--- src/rtl/dmem_axi_bridge_if.sv ---
// AXI4 single-beat bus bundle between the data-memory bridge and the SoC
// interconnect.
//   master modport: the bridge (drives AR/AW/W valids, R/B readies)
//   slave  modport: the interconnect side (drives readies, R data, B response)
// Channels: AR (arid/araddr/arlen/arsize/arburst/arvalid/arready)
//           R  (rdata/rresp/rvalid/rready)
//           AW (awid/awaddr/awlen/awsize/awburst/awvalid/awready)
//           W  (wdata/wstrb/wlast/wvalid/wready)
//           B  (bresp/bvalid/bready)
interface dmem_axi_bridge_if;
    logic [3:0]  arid;
    logic [31:0] araddr;
    logic [7:0]  arlen;
    logic [2:0]  arsize;
    logic [1:0]  arburst;
    logic        arvalid;
    logic        arready;

    logic [31:0] rdata;
    logic [1:0]  rresp;
    logic        rvalid;
    logic        rready;

    logic [3:0]  awid;
    logic [31:0] awaddr;
    logic [7:0]  awlen;
    logic [2:0]  awsize;
    logic [1:0]  awburst;
    logic        awvalid;
    logic        awready;

    logic [31:0] wdata;
    logic [3:0]  wstrb;
    logic        wlast;
    logic        wvalid;
    logic        wready;

    logic [1:0]  bresp;
    logic        bvalid;
    logic        bready;

    modport master (
        output arid, araddr, arlen, arsize, arburst, arvalid,
        input  arready,
        input  rdata, rresp, rvalid,
        output rready,
        output awid, awaddr, awlen, awsize, awburst, awvalid,
        input  awready,
        output wdata, wstrb, wlast, wvalid,
        input  wready,
        input  bresp, bvalid,
        output bready
    );

    modport slave (
        input  arid, araddr, arlen, arsize, arburst, arvalid,
        output arready,
        output rdata, rresp, rvalid,
        input  rready,
        input  awid, awaddr, awlen, awsize, awburst, awvalid,
        output awready,
        input  wdata, wstrb, wlast, wvalid,
        output wready,
        output bresp, bvalid,
        input  bready
    );
endinterface

--- src/rtl/dmem_axi_bridge.sv ---
// Data-memory request responder: turns the memory stage's word-aligned
// read/write requests into single-beat AXI4 transactions and stalls the
// pipeline until the transaction (or write-then-read pair) completes.
// Ports:
//   clk, rst           core clock, synchronous active-high reset
//   req_read_en/addr   read request from the memory stage
//   req_write_en/sel/addr/data  write request (sel = byte enables)
//   resp_read_data     last completed read word (unshifted)
//   stall_o            hold pipeline while a request is outstanding
//   bus_err_o          one-cycle pulse in DONE if RRESP/BRESP was not OKAY
//   axi                AXI4 master port (see dmem_axi_bridge_if)
module dmem_axi_bridge #(
    parameter logic [3:0] AXI_ID = 4'h1
) (
    input  logic        clk,
    input  logic        rst,
    input  logic        req_read_en,
    input  logic [31:0] req_read_addr,
    input  logic        req_write_en,
    input  logic [3:0]  req_write_sel,
    input  logic [31:0] req_write_addr,
    input  logic [31:0] req_write_data,
    output logic [31:0] resp_read_data,
    output logic        stall_o,
    output logic        bus_err_o,
    dmem_axi_bridge_if.master axi
);

    typedef enum logic [2:0] {
        IDLE,
        WR_ADDR,
        WR_RESP,
        RD_ADDR,
        RD_DATA,
        DONE
    } state_t;

    state_t      state_reg, state_next;
    logic        awvalid_reg, awvalid_next;
    logic        wvalid_reg, wvalid_next;
    logic        aw_done_reg, aw_done_next;
    logic        w_done_reg, w_done_next;
    logic        bready_reg, bready_next;
    logic        arvalid_reg, arvalid_next;
    logic        rready_reg, rready_next;
    logic        err_reg, err_next;
    logic [31:0] awaddr_reg, awaddr_next;
    logic [31:0] wdata_reg, wdata_next;
    logic [3:0]  wstrb_reg, wstrb_next;
    logic [31:0] araddr_reg, araddr_next;
    logic [31:0] resp_read_data_reg, resp_read_data_next;

    logic wr_req;
    logic aw_fire;
    logic w_fire;

    // A write with no byte enabled is not a write at all.
    assign wr_req  = req_write_en && (req_write_sel != 4'b0000);
    assign aw_fire = awvalid_reg && axi.awready;
    assign w_fire  = wvalid_reg && axi.wready;

    always_ff @(posedge clk) begin
        if (rst) begin
            state_reg          <= IDLE;
            awvalid_reg        <= 1'b0;
            wvalid_reg         <= 1'b0;
            aw_done_reg        <= 1'b0;
            w_done_reg         <= 1'b0;
            bready_reg         <= 1'b0;
            arvalid_reg        <= 1'b0;
            rready_reg         <= 1'b0;
            err_reg            <= 1'b0;
            awaddr_reg         <= 32'h0;
            wdata_reg          <= 32'h0;
            wstrb_reg          <= 4'h0;
            araddr_reg         <= 32'h0;
            resp_read_data_reg <= 32'h0;
        end else begin
            state_reg          <= state_next;
            awvalid_reg        <= awvalid_next;
            wvalid_reg         <= wvalid_next;
            aw_done_reg        <= aw_done_next;
            w_done_reg         <= w_done_next;
            bready_reg         <= bready_next;
            arvalid_reg        <= arvalid_next;
            rready_reg         <= rready_next;
            err_reg            <= err_next;
            awaddr_reg         <= awaddr_next;
            wdata_reg          <= wdata_next;
            wstrb_reg          <= wstrb_next;
            araddr_reg         <= araddr_next;
            resp_read_data_reg <= resp_read_data_next;
        end
    end

    always_comb begin
        state_next          = state_reg;
        awvalid_next        = awvalid_reg;
        wvalid_next         = wvalid_reg;
        aw_done_next        = aw_done_reg;
        w_done_next         = w_done_reg;
        bready_next         = bready_reg;
        arvalid_next        = arvalid_reg;
        rready_next         = rready_reg;
        err_next            = err_reg;
        awaddr_next         = awaddr_reg;
        wdata_next          = wdata_reg;
        wstrb_next          = wstrb_reg;
        araddr_next         = araddr_reg;
        resp_read_data_next = resp_read_data_reg;

        case (state_reg)
            IDLE: begin
                // Writes go first; a pending read is picked up after B.
                if (wr_req) begin
                    state_next   = WR_ADDR;
                    awaddr_next  = req_write_addr;
                    wdata_next   = req_write_data;
                    wstrb_next   = req_write_sel;
                    awvalid_next = 1'b1;
                    wvalid_next  = 1'b1;
                    aw_done_next = 1'b0;
                    w_done_next  = 1'b0;
                end else if (req_read_en) begin
                    state_next   = RD_ADDR;
                    araddr_next  = req_read_addr;
                    arvalid_next = 1'b1;
                end
            end

            WR_ADDR: begin
                // AW and W complete independently, in either order.
                if (aw_fire) begin
                    awvalid_next = 1'b0;
                    aw_done_next = 1'b1;
                end
                if (w_fire) begin
                    wvalid_next = 1'b0;
                    w_done_next = 1'b1;
                end
                if ((aw_done_reg || aw_fire) && (w_done_reg || w_fire)) begin
                    state_next  = WR_RESP;
                    bready_next = 1'b1;
                end
            end

            WR_RESP: begin
                if (bready_reg && axi.bvalid) begin
                    bready_next = 1'b0;
                    err_next    = err_reg || (axi.bresp != 2'b00);
                    if (req_read_en) begin
                        state_next   = RD_ADDR;
                        araddr_next  = req_read_addr;
                        arvalid_next = 1'b1;
                    end else begin
                        state_next = DONE;
                    end
                end
            end

            RD_ADDR: begin
                if (arvalid_reg && axi.arready) begin
                    arvalid_next = 1'b0;
                    rready_next  = 1'b1;
                    state_next   = RD_DATA;
                end
            end

            RD_DATA: begin
                if (rready_reg && axi.rvalid) begin
                    resp_read_data_next = axi.rdata;
                    err_next            = err_reg || (axi.rresp != 2'b00);
                    rready_next         = 1'b0;
                    state_next          = DONE;
                end
            end

            DONE: begin
                // The pipeline advances on this edge; the error pulse is
                // visible during this single cycle only.
                err_next     = 1'b0;
                aw_done_next = 1'b0;
                w_done_next  = 1'b0;
                state_next   = IDLE;
            end

            default: begin
                state_next = IDLE;
            end
        endcase
    end

    // Stall drops in DONE so the pipeline can advance with the result.
    assign stall_o        = (state_reg != DONE) && (wr_req || req_read_en);
    assign bus_err_o      = (state_reg == DONE) && err_reg;
    assign resp_read_data = resp_read_data_reg;

    assign axi.arid    = AXI_ID;
    assign axi.araddr  = araddr_reg;
    assign axi.arlen   = 8'd0;
    assign axi.arsize  = 3'b010;
    assign axi.arburst = 2'b01;
    assign axi.arvalid = arvalid_reg;
    assign axi.rready  = rready_reg;

    assign axi.awid    = AXI_ID;
    assign axi.awaddr  = awaddr_reg;
    assign axi.awlen   = 8'd0;
    assign axi.awsize  = 3'b010;
    assign axi.awburst = 2'b01;
    assign axi.awvalid = awvalid_reg;

    assign axi.wdata   = wdata_reg;
    assign axi.wstrb   = wstrb_reg;
    assign axi.wlast   = wvalid_reg;
    assign axi.wvalid  = wvalid_reg;

    assign axi.bready  = bready_reg;

endmodule

--- src/flat_wrapper.sv ---
// flat-port wrapper written by rule: the top's interface ports become plain ports
module dmem_axi_bridge_flat 
#(
    parameter logic [3:0] AXI_ID = 4'h1
)
  (clk, rst, req_read_en, req_read_addr, req_write_en, req_write_sel, req_write_addr, req_write_data, resp_read_data, stall_o, bus_err_o, axi_arid, axi_araddr, axi_arlen, axi_arsize, axi_arburst, axi_arvalid, axi_arready, axi_rdata, axi_rresp, axi_rvalid, axi_rready, axi_awid, axi_awaddr, axi_awlen, axi_awsize, axi_awburst, axi_awvalid, axi_awready, axi_wdata, axi_wstrb, axi_wlast, axi_wvalid, axi_wready, axi_bresp, axi_bvalid, axi_bready);
  dmem_axi_bridge_if axi_i ();
  input  logic clk;
  input  logic rst;
  input  logic req_read_en;
  input  logic [31:0] req_read_addr;
  input  logic req_write_en;
  input  logic [3:0] req_write_sel;
  input  logic [31:0] req_write_addr;
  input  logic [31:0] req_write_data;
  output logic [31:0] resp_read_data;
  output logic stall_o;
  output logic bus_err_o;
  output wire logic [$bits(axi_i.arid)-1:0] axi_arid;
  output wire logic [$bits(axi_i.araddr)-1:0] axi_araddr;
  output wire logic [$bits(axi_i.arlen)-1:0] axi_arlen;
  output wire logic [$bits(axi_i.arsize)-1:0] axi_arsize;
  output wire logic [$bits(axi_i.arburst)-1:0] axi_arburst;
  output wire logic [$bits(axi_i.arvalid)-1:0] axi_arvalid;
  input wire logic [$bits(axi_i.arready)-1:0] axi_arready;
  input wire logic [$bits(axi_i.rdata)-1:0] axi_rdata;
  input wire logic [$bits(axi_i.rresp)-1:0] axi_rresp;
  input wire logic [$bits(axi_i.rvalid)-1:0] axi_rvalid;
  output wire logic [$bits(axi_i.rready)-1:0] axi_rready;
  output wire logic [$bits(axi_i.awid)-1:0] axi_awid;
  output wire logic [$bits(axi_i.awaddr)-1:0] axi_awaddr;
  output wire logic [$bits(axi_i.awlen)-1:0] axi_awlen;
  output wire logic [$bits(axi_i.awsize)-1:0] axi_awsize;
  output wire logic [$bits(axi_i.awburst)-1:0] axi_awburst;
  output wire logic [$bits(axi_i.awvalid)-1:0] axi_awvalid;
  input wire logic [$bits(axi_i.awready)-1:0] axi_awready;
  output wire logic [$bits(axi_i.wdata)-1:0] axi_wdata;
  output wire logic [$bits(axi_i.wstrb)-1:0] axi_wstrb;
  output wire logic [$bits(axi_i.wlast)-1:0] axi_wlast;
  output wire logic [$bits(axi_i.wvalid)-1:0] axi_wvalid;
  input wire logic [$bits(axi_i.wready)-1:0] axi_wready;
  input wire logic [$bits(axi_i.bresp)-1:0] axi_bresp;
  input wire logic [$bits(axi_i.bvalid)-1:0] axi_bvalid;
  output wire logic [$bits(axi_i.bready)-1:0] axi_bready;
  assign axi_arid = axi_i.arid;
  assign axi_araddr = axi_i.araddr;
  assign axi_arlen = axi_i.arlen;
  assign axi_arsize = axi_i.arsize;
  assign axi_arburst = axi_i.arburst;
  assign axi_arvalid = axi_i.arvalid;
  assign axi_i.arready = axi_arready;
  assign axi_i.rdata = axi_rdata;
  assign axi_i.rresp = axi_rresp;
  assign axi_i.rvalid = axi_rvalid;
  assign axi_rready = axi_i.rready;
  assign axi_awid = axi_i.awid;
  assign axi_awaddr = axi_i.awaddr;
  assign axi_awlen = axi_i.awlen;
  assign axi_awsize = axi_i.awsize;
  assign axi_awburst = axi_i.awburst;
  assign axi_awvalid = axi_i.awvalid;
  assign axi_i.awready = axi_awready;
  assign axi_wdata = axi_i.wdata;
  assign axi_wstrb = axi_i.wstrb;
  assign axi_wlast = axi_i.wlast;
  assign axi_wvalid = axi_i.wvalid;
  assign axi_i.wready = axi_wready;
  assign axi_i.bresp = axi_bresp;
  assign axi_i.bvalid = axi_bvalid;
  assign axi_bready = axi_i.bready;
  dmem_axi_bridge #(.AXI_ID(AXI_ID)) u_core (.clk(clk), .rst(rst), .req_read_en(req_read_en), .req_read_addr(req_read_addr), .req_write_en(req_write_en), .req_write_sel(req_write_sel), .req_write_addr(req_write_addr), .req_write_data(req_write_data), .resp_read_data(resp_read_data), .stall_o(stall_o), .bus_err_o(bus_err_o), .axi(axi_i));
endmodule
--- config.mk ---
export PLATFORM = sky130hd
export DESIGN_NAME = dmem_axi_bridge_flat
export DESIGN_NICKNAME = d
export VERILOG_FILES = /design/src/rtl/dmem_axi_bridge_if.sv /design/src/rtl/dmem_axi_bridge.sv /design/src/flat_wrapper.sv
export SDC_FILE = /design/constraint.sdc
export NUM_CORES = 1
export LEC_CHECK = 0
export CAP_MARGIN = 30
export CORE_MARGIN = 1.5
export CORE_UTILIZATION = 38
export CTS_CLUSTER_DIAMETER = 80
export CTS_CLUSTER_SIZE = 24
export DETAILED_ROUTE_END_ITERATION = 10
export PLACE_DENSITY = 0.88
export SLEW_MARGIN = 20
export SYNTH_ARGS = -nofsm -noshare
export SYNTH_HDL_FRONTEND = slang
export SYNTH_SLANG_ARGS = --single-unit
--- constraint.sdc ---
create_clock -name clk -period 2.2 [get_ports clk]
set_input_delay 0.66 -clock clk [delete_from_list [all_inputs] [get_ports clk]]
set_output_delay 0.66 -clock clk [all_outputs]
set_load 0.005 [all_outputs]
==> Word level (Yosys, flattened, before mapping) <==
Cells that the tools add are included.
{ "classes": {"n_eq_ne": 15, "muxes": 36, "reduce_logical": 37} }
{ "ops": {"columns": ["operator", "count"], "rows": [
  ["$mux 32", 3],
  ["$pmux 32 s2", 1],
  ["$reduce_and 3->1", 8],
  ["$mux 3", 7],
  ["$mux 1", 16],
  ["$pmux 3 s5", 1],
  ["$ne 2x1->1 const B", 7],
  ["$pmux 1 s3", 4],
  ["$reduce_bool 2->1", 6],
  ["$logic_and 1x1->1", 9],
  ["$reduce_bool 3->1", 3],
  ["$pmux 1 s2", 4],
  ["$eq 3x2->1 const B", 2],
  ["$eq 3x3->1 const B", 2],
  ["$logic_or 1x1->1", 5],
  ["$reduce_and 5->1", 1],
  ["$reduce_and 2->1", 2],
  ["$reduce_and 4->1", 1],
  ["$reduce_bool 4->1", 1],
  ["$eq 3x1->1 const B", 1],
  ["$logic_not 3->1", 1],
  ["$ne 3x2->1 const B", 1],
  ["$ne 3x3->1 const B", 1],
  ["$ne 2x2->1 const B", 1]
]} }
{ "totals": {"register_bits": 143, "inputBits": 145, "output_inout_bits": 174, "wordCells": 102} }

==> Depth between registers and ports, before layout <==
Gate-level depths: netlist (run 1).
{ "depth": {"word_depth": 5, "ltp_mapped": 7, "mapped_depth_nobuf": 4} }

==> Worst setup path after synthesis (run 1) <==
Ideal clock, no wire load.
{ "synth_path": {"path_kind": "input to output", "startpoint": "in req_write_sel[3]", "endpoint": "out stall_o", "t_arrival_ns": 1.295, "required_time_ns": 1.540, "slack_ns": 0.245, "cell_stages": 2, "n_path_buf": 0, "cell_sequence": "o41ai_4 > a21oi_1"} }
{ "synth_between": {"elab_chain_cells": 4} }
{ "synth_lines": {"columns": ["item", "line", "rtl"], "rows": [
  ["from (decl)", "flat_wrapper.sv:13", "input logic [3:0] req_write_sel;"],
  ["$reduce_bool 4->1", "dmem_axi_bridge.sv:58", "assign wr_req = req_write_en && (req_write_sel != 4'b0000);"],
  ["$logic_and 1x1->1", "dmem_axi_bridge.sv:58", null],
  ["$logic_or 1x1->1", "dmem_axi_bridge.sv:194", "assign stall_o = (state_reg != DONE) && (wr_req || req_read_en);"],
  ["$logic_and 1x1->1", "dmem_axi_bridge.sv:194", null],
  ["to (decl)", "flat_wrapper.sv:17", "output logic stall_o;"]
]} }
Every way passes these cells.

==> Worst setup path in the final report (run 1) <==
{ "layout_path": {"startpoint": "in req_write_sel[2]", "endpoint": "out stall_o"} }
The elaborated chain is that of the path after synthesis.

==> results.txt, run 1 <==
Outcome -> completed
Max-slew violations -> 0
Final antenna-violating net count -> 0
DR vias -> 5555
Worst hold path type -> register to register
Post-synth cell types -> 43
Final instance area -> 0.00913 mm²
Peak VDD IR -> 0.000668 V
Drt via density -> 4.78
Port buffer count -> 284
Power Total -> 8.72 mW
Drt wl/cell -> 14.4 µm
CP max stage cell -> o41ai_4
Worst EP arrival -> 1.49 ns
Number of global-route vias before repair -> 5266
Area contributors post-synth -> dfxtp_1, nand2_1, a21oi_1, buf_4, clkbuf_1
#FFs+latches synth -> 143
Initial antenna violation count -> 1
Max-cap violations -> 0
Final Hold Slack -> 0.452 ns
Final core occ -> 65.0%
Die ar. -> 0.0153 mm²
Delay-heaviest family, CP -> compound AO/OA/AOI/OAI gates
Clock Latency Late Sink -> 0.43 ns
Die extent in y -> 124 µm
Clock Skew -> 0.00914 ns
DRT Pass-1 Iters -> 4
Leakage -> 3.32 nW
Std cell rows -> 43
Gr busiest metal -> met2
Critical path type -> primary input to output port
Final cell count without fillers -> 1162
Largest area contributor in the netlist -> dfxtp_1
Met3 Use GR -> 9.29%
Top-count cell post-synth -> nand2_1
Hpwl dp -> 12.1 mm
Cell count after synthesis -> 693
Largest net degree at the start of global routing -> 72
Die width -> 124 µm
Synth Flop Type -> dfxtp_1
CTS Buf Count -> 17
Async S/R FF share, synth -> 0%
# Post-CTS Setup Buffers -> 0
CTS tree -> built
I/O Pins -> 319
Final min period -> 2.15 ns
Placer Congestion -> 0.823
Reg clk slew, reported paths -> 0.06 ns
CTS Root Cell -> clkbuf_16
GR Overflow Total -> 0
EDFF count, synth -> 0
Hold_buf cts -> 0
Post-synth top cells -> nand2_1, dfxtp_1, a21oi_1
Synth top area share -> 51.7%
CTS Buffer Depth -> 2
Post-DP Area -> 0.00850 mm²
Total track usage -> 21.0%
DRC -> 0
PwrDens -> 955 mW/mm²
Seq/Total Area, Yosys -> 51.7%
YS warnings -> 0
Inst Count DP -> 1129
Period utilization -> 97.9%
Global Route met1 Usage -> 21.3%
Core Box Area -> 0.0140 mm²
H-tree depth -> 4
Layout area overhead -> 64.7%
Met2 Use GR -> 37.8%
Critical Path Source Type -> primary input
Crit-path cells -> buf_6 > o41ai_4 > a21oi_2 > buf_2
Detailed Route WL -> 16.7 mm
Share of layout cells above drive strength 1 -> 8.97%
Final Hold Vio Count -> 0
Layout Nets -> 1113
First-pass GRT wire length -> 24.8 mm
Unrepaired setup endpoints after global routing -> no
Mapped cell area -> 0.00554 mm²
CP max stage delay -> 0.47 ns
Worst-path maximum fanout -> 2
Worst setup EP type -> output port
Avg Inst Size Synth -> 8.00 µm²
Setup violators final -> 0
Starting DRT DRC Count -> 325
Sink Count -> 143
Critical Path RT -> 1.54 ns
Fmax -> 0.464 GHz
Starting Density -> 39.5%
WP buf/inv -> 2
## final cells by class
class | count | area [µm²]
Tap cell | 180 | 225
Sequential cell | 143 | 2860
Clock buffer | 20 | 447
Inverter | 2 | 7.51
Clock inverter | 12 | 183
Fill cell | 1119 | 4910
Timing Repair Buffer | 307 | 3100
Antenna cell | 1 | 2.50
Multi-Input combinational cell | 497 | 2300
## report_power, final
group / internal, mW / switching [mW]
Sequential: 2.95 / 0.188
Combinational: 1.33 / 1.18
Clock: 1.94 / 1.13
## layout by cell type (no fill, tap or decap), drive strengths merged, types with 2 or more instances in the layout
cell type / count
bufinv: 4
dfxtp: 143
buf: 28
o22ai: 2
nand3: 4
conb: 34
clkinvlp: 3
clkinv: 2
a31oi: 4
nor3: 3
nor2: 8
nor4: 4
nand4: 2
o21ai: 2
a21oi: 140
nor2b: 3
nand2b: 2
clkdlybuf4s50: 275
nor3b: 2
nand2: 270
clkbuf: 21
inv: 5
## cells by family after synthesis
| kind of cell | count (synthesis) | synth area share, % |
|---|---|---|
| and+or+nand+nor | 302 | 22.3 |
| AOI/OAI and AO/OA | 160 | 16.4 |
| DFF | 143 | 51.7 |
| buffers and inverters | 85 | 9.28 |
| other | 2 | 0.136 |
| muxes | 1 | 0.181 |
## metrics by stage
step	worst slack [ns]	TNS, ns
final	0.0465	0
after CTS	-0.00177	-0.00177
after global routing	0.00791	0
after detailed placement	-0.750	-45.94
after floorplan	0.245	0
after global placement	-0.758	-42.63
## worst register-to-register path, stage by stage, from the launching register on
cell and delay [ns]:
dfxtp_1 0.31, buf_4 0.18, or4_2 0.78, buf_12 0.22, nand2_1 0.12, a21oi_1 0.07
## repair_timing
action                                  CTS  global route
endpoints found under the setup margin   69             2
endpoints found under the hold margin     0             0
resized for setup                        27             2
pin swaps                                 2             1
## metal layers
metal / share of wire, % / wire [µm]
met2: 51 / 8500
met5: 0 / 0
met4: 2.5 / 414
met1: 37 / 6130
met3: 9.8 / 1630
## path summary, 6_finish.rpt
kind | start | to | slack [ns] | depth (start not counted)
worst max register to register | u_core.state_reg[2] | u_core.axi.wdata[5] | 0.41 | 5
worst min register to register | u_core.axi.araddr[3] | u_core.axi.araddr[3] | 0.45 | 2
worst max-delay path | req_write_sel[2] | stall_o | 0.05 | 4
worst min-delay path | u_core.axi.araddr[3] | u_core.axi.araddr[3] | 0.45 | 2
Power figures use the tool's default switching activity.
==> inputs of run 2 (changes only) <==
--- a/config.mk
+++ b/config.mk
@@ -12,6 +12,7 @@
 export CTS_CLUSTER_SIZE = 24
 export DETAILED_ROUTE_END_ITERATION = 10
 export PLACE_DENSITY = 0.88
+export RECOVER_POWER = 25
 export SLEW_MARGIN = 20
 export SYNTH_ARGS = -nofsm -noshare
 export SYNTH_HDL_FRONTEND = slang
==> run 2 against run 1 <==
Effect of this change:
- utilization fell by 0.32 points
- wire length about the same
- combinational power shrank 2%
- worst setup slack gained 0.017 ns
- sequential share of layout area is 0.16 points higher
- global-route usage unchanged
- clock power about the same
- critical endpoint unchanged
- highest routed layer unchanged
==> results.txt, run 2 (synthesis gave the netlist of run 1 again) <==
Outcome -> completed
Post-DP Area -> 0.00850 mm² (unchanged)
Clk pwr share -> 35.4% (+0.2 points)
Die width -> 124 µm (unchanged)
Final Hold Vio Count -> 0 (unchanged)
Inst Count DP -> 1129 (unchanged)
CTS Buffer Depth -> 2 (unchanged)
Peak VDD IR -> 0.000632 V (-5.4%)
Layout area overhead -> 63.9%
Drt wl/cell -> 14.3 µm (about the same)
Setup WS pre-CTS -> -0.750 ns (unchanged)
Most frequent cells in the layout -> clkdlybuf4s50_1, nand2_1, dfxtp_1, a21oi_1, conb_1
Critical path type -> primary input to output port
Starting DRT DRC Count -> 381 (+17%)
H-tree depth -> 4 (unchanged)
Worst-path maximum fanout -> 2 (unchanged)
Max-cap violations -> 0 (unchanged)
Reg clk slew, reported paths -> 0.06 ns (about the same)
Number of global-route vias before repair -> 5266 (unchanged)
Die extent in y -> 124 µm (unchanged)
Hold_buf cts -> 0 (unchanged)
Drt via density -> 4.78 (about the same)
CTS tree -> built
Final cell count without fillers -> 1162 (unchanged)
Worst setup EP type -> output port
Share of layout cells above drive strength 1 -> 8.77% (-0.20 points)
Most common cell after layout, fill and taps aside -> clkdlybuf4s50_1
Reg2reg end -> u_core.resp_read_data[15]
Slew @ Worst Pin -> 0.650 ns
R2R cell count -> 6 (+1)
CTS Root Cell -> clkbuf_16
Flop-to-flop setup slack -> 0.22 ns (-0.19 ns)
Switch share -> 28.7% (about the same)
Fmax -> 0.468 GHz (+0.82%)
Reg2reg start -> u_core.state_reg[2]
Starting Density -> 39.5% (unchanged)
First-pass GRT wire length -> 24.8 mm (unchanged)
Clock Skew -> 0.0160 ns (+0.00684 ns)
Max-slew violations -> 0 (unchanged)
Std cell rows -> 43 (unchanged)
Unrepaired setup endpoints after global routing -> no
Hpwl dp -> 12.1 mm (unchanged)
Fillers -> 1126 (+0.63%)
Core Box Area -> 0.0140 mm² (unchanged)
Port buffer count -> 284 (unchanged)
Initial antenna violation count -> 1 (unchanged)
Setup violators final -> 0 (unchanged)
DRT Pass-1 Iters -> 5 (+1)
Worst hold path type -> register to register
I/O Pins -> 319 (unchanged)
Clock Latency Late Sink -> 0.43 ns (about the same)
Hold Startpoint -> u_core.axi.araddr[3]
Die ar. -> 0.0153 mm² (unchanged)
Layout Nets -> 1113 (unchanged)
PwrDens -> 952 mW/mm² (-0.25%)
CTS Buf Count -> 17 (unchanged)
Critical Path Source Type -> primary input
Final core occ -> 64.7% (-0.32 points)
GR Overflow Total -> 0 (unchanged)
Sink Count -> 143 (unchanged)
Logic gate share of total power -> 28.3% (-0.5 points)
Total track usage -> 21.0% (unchanged)
Critical Path RT -> 1.54 ns (about the same)
Hold Crit Depth -> 2 (unchanged)
Final WS setup -> 0.0640 ns (+0.0175 ns)
Period utilization -> 97.1% (-0.79 points)
Detailed Route WL -> 16.7 mm (about the same)
Final antenna-violating net count -> 0 (unchanged)
Post-Route Setup TNS -> 0 ns (unchanged)
Worst Hold Endpoint -> u_core.axi.araddr[3]
Final instance area -> 0.00908 mm² (-0.49%)
Worst EP arrival -> 1.48 ns (about the same)
DRC -> 0 (unchanged)
Final min period -> 2.14 ns (-0.0175 ns)
Switching power -> 2.48 mW (-0.73%)
Largest net degree at the start of global routing -> 72 (unchanged)
Power Internal -> 6.17 mW (-0.75%)
Sequential power share -> 36.3% (+0.3 points)
Placer Congestion -> 0.823 (unchanged)
Final Hold Slack -> 0.452 ns (-0.0000110 ns)
Rel. slew slack -> 56.5%
Power Total -> 8.65 mW (-0.74%)
Leakage -> 3.30 nW (-0.48%)
DR vias -> 5558 (+0.054%)
# Post-CTS Setup Buffers -> 0 (unchanged)
[run 2: cell count changes in the layout (fill, tap and decap cells not counted), sizes merged]
cell	change
clkbuf	+5
clkdlybuf4s50	-1
dlygate4sd3	+1
buf	-5
[run 2: how the worst max path moves through the flow]
stage / start / endpoint / depth (start not counted)
final: req_write_sel[2] / stall_o / 4
after global routing: req_write_sel[2] / stall_o / 4
after floorplan: req_write_sel[3] / stall_o / 2
after detailed placement: req_write_sel[3] / stall_o / 4
after CTS: req_write_sel[2] / stall_o / 4
after global placement: req_write_sel[3] / stall_o / 4
[run 2: critical path, cell delays in order]
cell	delay [ns]
buf_6	0.10
o41ai_4	0.45
a21oi_2	0.12
buf_2	0.14
[run 2: metal layers]
layer | part of all wire [%] | wire [µm] | GRT usage, %
met5 | 0 | 0 | 0
met4 | 2.3 | 391 | 8.19
met3 | 9.9 | 1640 | 9.29
met2 | 51 | 8510 | 37.8
met1 | 37 | 6120 | 21.3
[run 2: area by class of cell]
| cell class | instances | area, µm² | area share [%] |
|---|---|---|---|
| repair buffers | 307 | 3070 | 33.8 |
| flip-flops and latches | 143 | 2860 | 31.5 |
| multi-input cells | 497 | 2280 | 25.2 |
| clock buffers | 20 | 447 | 4.92 |
| well taps | 180 | 225 | 2.48 |
| clock inverters | 12 | 183 | 2.01 |
| inverters | 2 | 7.51 | 0.0826 |
| diodes | 1 | 2.50 | 0.0275 |
[run 2: repair_timing]
action | in CTS | in global routing
endpoints found under the setup margin | 69 | 2
resized for setup | 27 | 2
pin swaps | 2 | 1
hold endpoints to repair | 0 | 0
cloned | 0 | 0
[run 2: power by group through the flow]
stage	Combinational (mW)	Sequential, mW	Clock, mW
floorplan	1.22	3.23	0
global placement	2.49	3.18	0
detailed placement	2.53	3.20	0
CTS	2.54	3.14	3.13
global route	2.70	3.18	3.23
finish	2.45	3.14	3.06
